### config.mk
export PLATFORM = sky130hd
export DESIGN_NAME = awgn_stats_monitor
export DESIGN_NICKNAME = d
export VERILOG_FILES = /design/src/rtl/awgn_pkg.sv /design/src/rtl/awgn_lane_accum.sv /design/src/rtl/awgn_stats_monitor.sv
export SDC_FILE = /design/constraint.sdc
export NUM_CORES = 2
export LEC_CHECK = 0
export CAP_MARGIN = 40
export CORE_ASPECT_RATIO = 1.5
export CORE_MARGIN = 2
export CORE_UTILIZATION = 65
export CTS_BUF_LIST = sky130_fd_sc_hd__clkbuf_8
export DETAILED_ROUTE_END_ITERATION = 8
export HOLD_SLACK_MARGIN = 0.06
export PLACE_DENSITY = 0.93
export SYNTH_ARGS = -nofsm -noshare
export SYNTH_HDL_FRONTEND = slang
export SYNTH_HIERARCHICAL = 1
export SYNTH_SLANG_ARGS = --single-unit
### constraint.sdc
create_clock -name clk -period 12.1 [get_ports clk]
set_clock_uncertainty 0.2 [all_clocks]
set_input_delay 3.63 -clock clk [delete_from_list [all_inputs] [get_ports clk]]
set_output_delay 3.63 -clock clk [all_outputs]
set_load 0.05 [all_outputs]
### src/rtl/awgn_pkg.sv
// Shared definitions for the AWGN statistics monitor: default widths, FSM
// encoding and helpers deriving accumulator widths from the window length.
package awgn_pkg;

    localparam int SAMPLE_W_DEF = 16;
    localparam int LOG2_WIN_DEF = 10;
    localparam int SUM_W        = SAMPLE_W_DEF + LOG2_WIN_DEF;
    localparam int SQ_W         = 2 * SAMPLE_W_DEF + LOG2_WIN_DEF;

    typedef enum logic [2:0] {
        ST_IDLE      = 3'd0,
        ST_ACCUM     = 3'd1,
        ST_DRAIN     = 3'd2,
        ST_CALC_MEAN = 3'd3,
        ST_CALC_VAR  = 3'd4,
        ST_DONE      = 3'd5
    } state_t;

    // A sum of 2^lw signed samples grows by lw bits and cannot overflow.
    function automatic int sum_width(input int sw, input int lw);
        return sw + lw;
    endfunction

    function automatic int sq_width(input int sw, input int lw);
        return 2 * sw + lw;
    endfunction

endpackage

### src/rtl/awgn_lane_accum.sv
// One lane of the statistics datapath: input register, square, sum/sumsq
// accumulators, saturating peak tracker, then mean and variance registers.
module awgn_lane_accum
    import awgn_pkg::*;
#(
    parameter int SAMPLE_W = SAMPLE_W_DEF,
    parameter int LOG2_WIN = LOG2_WIN_DEF
) (
    input  logic                       clk,
    input  logic                       reset,
    input  logic                       clr,
    input  logic                       en,
    input  logic                       calc_mean,
    input  logic                       calc_var,
    input  logic                       load,
    input  logic signed [SAMPLE_W-1:0] x,
    output logic signed [SAMPLE_W-1:0] mean,
    output logic [2*SAMPLE_W-1:0]      variance,
    output logic [SAMPLE_W-1:0]        peak
);

    localparam int SUM_BITS = sum_width(SAMPLE_W, LOG2_WIN);
    localparam int SQ_BITS  = sq_width(SAMPLE_W, LOG2_WIN);
    localparam int PROD_W   = 2 * SAMPLE_W;
    localparam logic [SAMPLE_W-1:0] MAX_MAG = {1'b0, {(SAMPLE_W-1){1'b1}}};
    localparam logic [SAMPLE_W-1:0] ONE     = SAMPLE_W'(1);

    logic signed [SAMPLE_W-1:0] s1_x;
    logic                       s1_v;
    logic signed [SUM_BITS-1:0] sum;
    logic [SQ_BITS-1:0]         sumsq;
    logic [SAMPLE_W-1:0]        peak_r;
    logic signed [SAMPLE_W-1:0] mean_r;
    logic [PROD_W-1:0]          var_r;

    logic signed [PROD_W-1:0]   sq;
    logic [SAMPLE_W-1:0]        mag;
    logic [PROD_W-1:0]          sq_avg;
    logic [PROD_W-1:0]          mean_sq;
    logic [PROD_W:0]            var_diff;
    logic [PROD_W-1:0]          var_next;

    assign sq      = s1_x * s1_x;
    assign sq_avg  = PROD_W'(sumsq >> LOG2_WIN);
    assign mean_sq = mean_r * mean_r;

    // Most negative input has no positive twin; it saturates to full scale.
    always_comb begin
        mag = s1_x;
        if (s1_x[SAMPLE_W-1]) begin
            if (s1_x[SAMPLE_W-2:0] == '0) begin
                mag = MAX_MAG;
            end else begin
                mag = ~s1_x + ONE;
            end
        end
    end

    // 33-bit difference: its top bit flags a negative variance from truncation.
    always_comb begin
        var_diff = {1'b0, sq_avg} - {1'b0, mean_sq};
        var_next = var_diff[PROD_W] ? '0 : var_diff[PROD_W-1:0];
    end

    always_ff @(posedge clk) begin
        if (reset) begin
            s1_x   <= '0;
            s1_v   <= 1'b0;
            sum    <= '0;
            sumsq  <= '0;
            peak_r <= '0;
            mean_r <= '0;
            var_r  <= '0;
        end else if (clr) begin
            s1_v   <= 1'b0;
            sum    <= '0;
            sumsq  <= '0;
            peak_r <= '0;
            mean_r <= '0;
            var_r  <= '0;
        end else begin
            s1_v <= en;
            if (en) begin
                s1_x <= x;
            end
            if (s1_v) begin
                sum   <= sum + {{LOG2_WIN{s1_x[SAMPLE_W-1]}}, s1_x};
                sumsq <= sumsq + {{LOG2_WIN{1'b0}}, sq};
                if (mag > peak_r) begin
                    peak_r <= mag;
                end
            end
            if (calc_mean) begin
                mean_r <= SAMPLE_W'(sum >>> LOG2_WIN);
            end
            if (calc_var) begin
                var_r <= var_next;
            end
        end
    end

    // Visible results change only when a window completes.
    always_ff @(posedge clk) begin
        if (reset) begin
            mean     <= '0;
            variance <= '0;
            peak     <= '0;
        end else if (load) begin
            mean     <= mean_r;
            variance <= var_r;
            peak     <= peak_r;
        end
    end

endmodule

### src/rtl/awgn_stats_monitor.sv
// Window-based mean/variance/peak monitor for a two-lane AWGN sample stream.
// Top level: control FSM, window counter, busy/done; datapath lives per lane.
module awgn_stats_monitor
    import awgn_pkg::*;
#(
    parameter int SAMPLE_W = SAMPLE_W_DEF,
    parameter int LOG2_WIN = LOG2_WIN_DEF
) (
    input  logic                       clk,
    input  logic                       reset,
    input  logic                       start,
    input  logic signed [SAMPLE_W-1:0] x0,
    input  logic signed [SAMPLE_W-1:0] x1,
    input  logic                       v,
    output logic                       busy,
    output logic                       done,
    output logic signed [SAMPLE_W-1:0] mean0,
    output logic signed [SAMPLE_W-1:0] mean1,
    output logic [2*SAMPLE_W-1:0]      var0,
    output logic [2*SAMPLE_W-1:0]      var1,
    output logic [SAMPLE_W-1:0]        peak0,
    output logic [SAMPLE_W-1:0]        peak1
);

    localparam logic [LOG2_WIN-1:0] LAST_IDX = {LOG2_WIN{1'b1}};

    // Stream handshake: v alone qualifies a pair; there is no ready, so a pair
    // presented with v=1 is consumed in that cycle if the FSM is in ACCUM and
    // silently dropped in any other state.
    state_t              state;
    state_t              state_nx;
    logic [LOG2_WIN-1:0] count;
    logic                drain_cnt;
    logic                clr;
    logic                en;
    logic                calc_mean;
    logic                calc_var;
    logic                load;

    always_ff @(posedge clk) begin
        if (reset) begin
            state <= ST_IDLE;
        end else begin
            state <= state_nx;
        end
    end

    always_comb begin
        state_nx  = state;
        clr       = 1'b0;
        en        = 1'b0;
        calc_mean = 1'b0;
        calc_var  = 1'b0;
        load      = 1'b0;
        case (state)
            ST_IDLE: begin
                if (start) begin
                    clr      = 1'b1;
                    state_nx = ST_ACCUM;
                end
            end
            ST_ACCUM: begin
                if (v) begin
                    en = 1'b1;
                    if (count == LAST_IDX) begin
                        state_nx = ST_DRAIN;
                    end
                end
            end
            ST_DRAIN: begin
                if (drain_cnt) begin
                    state_nx = ST_CALC_MEAN;
                end
            end
            ST_CALC_MEAN: begin
                calc_mean = 1'b1;
                state_nx  = ST_CALC_VAR;
            end
            ST_CALC_VAR: begin
                calc_var = 1'b1;
                state_nx = ST_DONE;
            end
            ST_DONE: begin
                load     = 1'b1;
                state_nx = ST_IDLE;
            end
            default: state_nx = ST_IDLE;
        endcase
    end

    // drain_cnt is 0 on DRAIN entry, so DRAIN lasts exactly two cycles.
    always_ff @(posedge clk) begin
        if (reset) begin
            count     <= '0;
            drain_cnt <= 1'b0;
            busy      <= 1'b0;
            done      <= 1'b0;
        end else begin
            done      <= load;
            drain_cnt <= (state == ST_DRAIN) ? ~drain_cnt : 1'b0;
            if (clr) begin
                count <= '0;
                busy  <= 1'b1;
            end else if (en) begin
                count <= count + LOG2_WIN'(1);
            end
            if (load) begin
                busy <= 1'b0;
            end
        end
    end

    awgn_lane_accum #(
        .SAMPLE_W (SAMPLE_W),
        .LOG2_WIN (LOG2_WIN)
    ) u_lane0 (
        .clk       (clk),
        .reset     (reset),
        .clr       (clr),
        .en        (en),
        .calc_mean (calc_mean),
        .calc_var  (calc_var),
        .load      (load),
        .x         (x0),
        .mean      (mean0),
        .variance  (var0),
        .peak      (peak0)
    );

    awgn_lane_accum #(
        .SAMPLE_W (SAMPLE_W),
        .LOG2_WIN (LOG2_WIN)
    ) u_lane1 (
        .clk       (clk),
        .reset     (reset),
        .clr       (clr),
        .en        (en),
        .calc_mean (calc_mean),
        .calc_var  (calc_var),
        .load      (load),
        .x         (x1),
        .mean      (mean1),
        .variance  (var1),
        .peak      (peak1)
    );

endmodule

==> results.yml <==
run_status:
  outcome: "finished with violations"
  violations_in_the_final_reports: "design-rule violations"
min_path:
  min_path_type: "reg -> reg"
worst_setup_path:
  critical_path_required_ns: 12.49
  crit_path_frequent_cell: "fa_1"
  critical-path-max-stage-delay_ns: 0.77
  critPathMaxFanout: 17
  critPathCaptureType: "register"
  cp.arrival_ns: 10.25
  critPathLaunchType: "register"
  criticalPathCategory: "reg -> reg"
  crit_slowest_cell: "dfxtp_1"
yosys:
  post_synth_most_frequent_cells: "inv_1, fa_1, nor2_1"
  avgSynthCellArea_um2: 8.829
  ys_ff_latch: 442
  synth_cell_types: 95
  synth_warnings: 6
  mappedNetlistNets: 8550
  synth-async-reset-ratio_pct: 0
  primary_flip_flop_cell_chosen_by_synthesis_mapping: "dfxtp_1"
  synthesis.instances: 6985
  synthDominantAreaCellType: "fa_1"
  most_frequent_cell_after_synthesis: "inv_1"
  netlist_top_cells_area: "fa_1, dfxtp_1, ha_1"
  mappedNetlistArea_mm2: 0.06167
  synth-seq-area-share_pct: 14.35
  synth_top_area_share_pct: 31.10
  edff_count_synth: 0
clock_tree:
  post_cts.resized_instances: 0
  number_of_sinks_driven_by_the_clock_tree: 442
  clkSlewWorstSetupHoldPaths_ns: 0.07
  cts-buffers-inserted: 71
  htree_num_levels: 3
  clk_root_buffer_cell: "clkbuf_8"
  ctsLongestPathBuffers: 3
  cts_setup_buffers: 0
  worstSkewPairLatency_ns: 0.76
  postCtsHoldBufs: 0
  cts_tree: "built"
timing:
  maxSlewHeadroom_pct: 30.91
  final_count_of_pins_violating_max_slew: 0
  final_min_period_over_clock_period_pct: 81.44
  total_negative_slack_for_setup_checks_ns: 0
  period_minus_slack_ns: 9.854
  worstMarginPinSlew_ns: 1.035
  timing.hold.ws_ns: 0.2172
  hold_viol: 0
  rsz0062_at_grt: "false"
  finalSetupViolCount: 0
  fmax_ghz: 0.1015
route:
  drt_iter0_markers: 3674
  wl_per_cell_um: 19.05
  post-route-drc-count: 1
  num_vias: 49551
  drt_pre_antenna_iters: 8
  drt-total-wl_um: 159100
  route.detailed.vias_per_inst: 5.934
  antenna_violating_nets_post_route: 0
cells_and_area:
  fin_nets: 8606
  layoutNonFillerInstCount: 8351
  n_fill_cell: 6597
  syn2layout_area_growth_pct: 7.103
  drive_gt1_share_pct: 3.470
die:
  initial_utilization_pct: 65.42
  fp.dieW_um: 255.5
  core_area_mm2: 0.09428
  vertical_die_dimension_um: 381.3
  io_pins: 166
  placement_rows: 138
  design.die.area_mm2: 0.09741
power:
  power.density_mw_per_mm2: 53.48
  fin_total_pwr_uw: 3532
  peakVddDrop_mv: 0.1409
  power.leakage_uw: 0.03270
global_routing:
  pin_count_of_the_biggest_net_entering_global_routing: 66
  remaining_global_route_overflow: 0
  grtUsageTotal_pct: 33.37
  first_global_vias: 54284
  global_route_wire_length_before_repair_um: 264200
  grt_antenna_before_repair: 1
placement:
  globalplace.congestion: 0.9548
  dp.cells: 8228
  dp_hpwl_um: 126400
  placement.io_buffers: 165
job:
  drv.max_cap_violation_count: 0
## per-stage QoR
stage	setup slack, ns	utilization (%)	instance area (µm²)
CTS	2.459	70.06	66050
global route	1.792	70.06	66050
finish	2.246	70.06	66050
floorplan	3.354	-	61670
global placement	2.773	68.25	64340
detailed placement	2.530	68.47	64550
## placed cells by master, fill, tap and decap left out, types with 25 or more instances in the layout
| cell | Yosys | routed |
|---|---|---|
| o21bai_1 | 42 | 42 |
| nand4_1 | 30 | 30 |
| nor3_1 | 58 | 58 |
| a21o_1 | 145 | 145 |
| a211oi_1 | 52 | 52 |
| nor2_1 | 590 | 589 |
| nand2b_1 | 53 | 53 |
| o211ai_1 | 33 | 33 |
| clkdlybuf4s50_1 | 0 | 164 |
| xor2_1 | 114 | 114 |
| nand2_1 | 545 | 545 |
| o21a_1 | 43 | 43 |
| fa_1 | 958 | 958 |
| a22oi_1 | 29 | 29 |
| nand3_1 | 94 | 94 |
| dfxtp_1 | 442 | 440 |
| buf_4 | 2 | 45 |
| and3_1 | 35 | 35 |
| clkbuf_8 | 0 | 86 |
| nor2b_1 | 36 | 36 |
| a21oi_1 | 299 | 298 |
| or3_1 | 34 | 34 |
| a31oi_1 | 25 | 25 |
| o31ai_1 | 33 | 33 |
| mux2i_1 | 244 | 244 |
| and2_1 | 160 | 159 |
| ha_1 | 571 | 571 |
| xnor2_1 | 209 | 209 |
| inv_1 | 1419 | 1436 |
| o21ai_0 | 151 | 151 |
## flip-flops by register name (all words and copies together) (netlist names), 26 cells and up
register and cells:
u_lane0/variance 32, u_lane1/variance 32, u_lane0/sumsq 42, u_lane0/sum 26, u_lane1/var_r 32, u_lane0/var_r 32, u_lane1/sum 26, u_lane1/sumsq 42
## worst max-delay path: cells and delay by family (launching register included)
family / cells / cell delay [ns]
adder cells (fa/ha/maj): 8 / 3.60
AND/OR/NAND/NOR: 5 / 1.05
flip-flops: 1 / 0.77
buffers and inverters: 5 / 0.68
XOR/XNOR: 2 / 0.36
AO/OA/AOI/OAI: 12 / 3.05
## metal layers
layer	GRT usage, %	wire length, µm	up-vias
met5	0	0	-
met4	20.35	10320	0
met3	5.795	11760	744
met2	58.52	79340	2255
met1	37.89	57660	24268
li1	-	-	22284
## cell families (layout without fill, tap and decap cells)
kind of cell    Yosys count  after routing  synth area share (%)
compound gates         1041           1041                 11.36
other cells               0              1                     0
buf+inv                1676           1781                 10.23
fa+ha+maj              1529           1529                 42.68
mux                     246            246                 3.997
simple gates           1728           1728                 12.80
xor+xnor                323            323                 4.587
flops                   442            442                 14.35
## power breakdown
group          internal, µW  switching (µW)  total, µW
registers              1470            26.5       1490
logic                   233             380        612
clock network           755             671       1430
total                  2450            1080       3530
## cell type report
cell class / count / area [µm²] / share of cell area (%)
Tap cell: 1260 / 1577 / 2.387
Clock inverter: 36 / 314.1 / 0.4755
Multi-Input combinational cell: 4867 / 46530 / 70.45
Antenna cell: 1 / 2.502 / 0.003789
Inverter: 1439 / 5401 / 8.178
Clock buffer: 86 / 1184 / 1.792
Sequential cell: 442 / 8853 / 13.40
Timing Repair Buffer: 220 / 2188 / 3.313
## worst paths after layout
path,from,end,slack (ns),depth (start not counted)
worst max register to register,u_lane0/s1_x[10]$_SDFFE_PP0P_,u_lane0/sumsq[39]$_SDFFE_PP0P_,2.25,32
worst min-delay path,drain_cnt$_SDFF_PP0_,drain_cnt$_SDFF_PP0_,0.22,1
worst max-delay path,u_lane0/s1_x[10]$_SDFFE_PP0P_,u_lane0/sumsq[39]$_SDFFE_PP0P_,2.25,32
worst min register to register,drain_cnt$_SDFF_PP0_,drain_cnt$_SDFF_PP0_,0.22,1
Note: power is estimated with default switching activity, not from simulation.
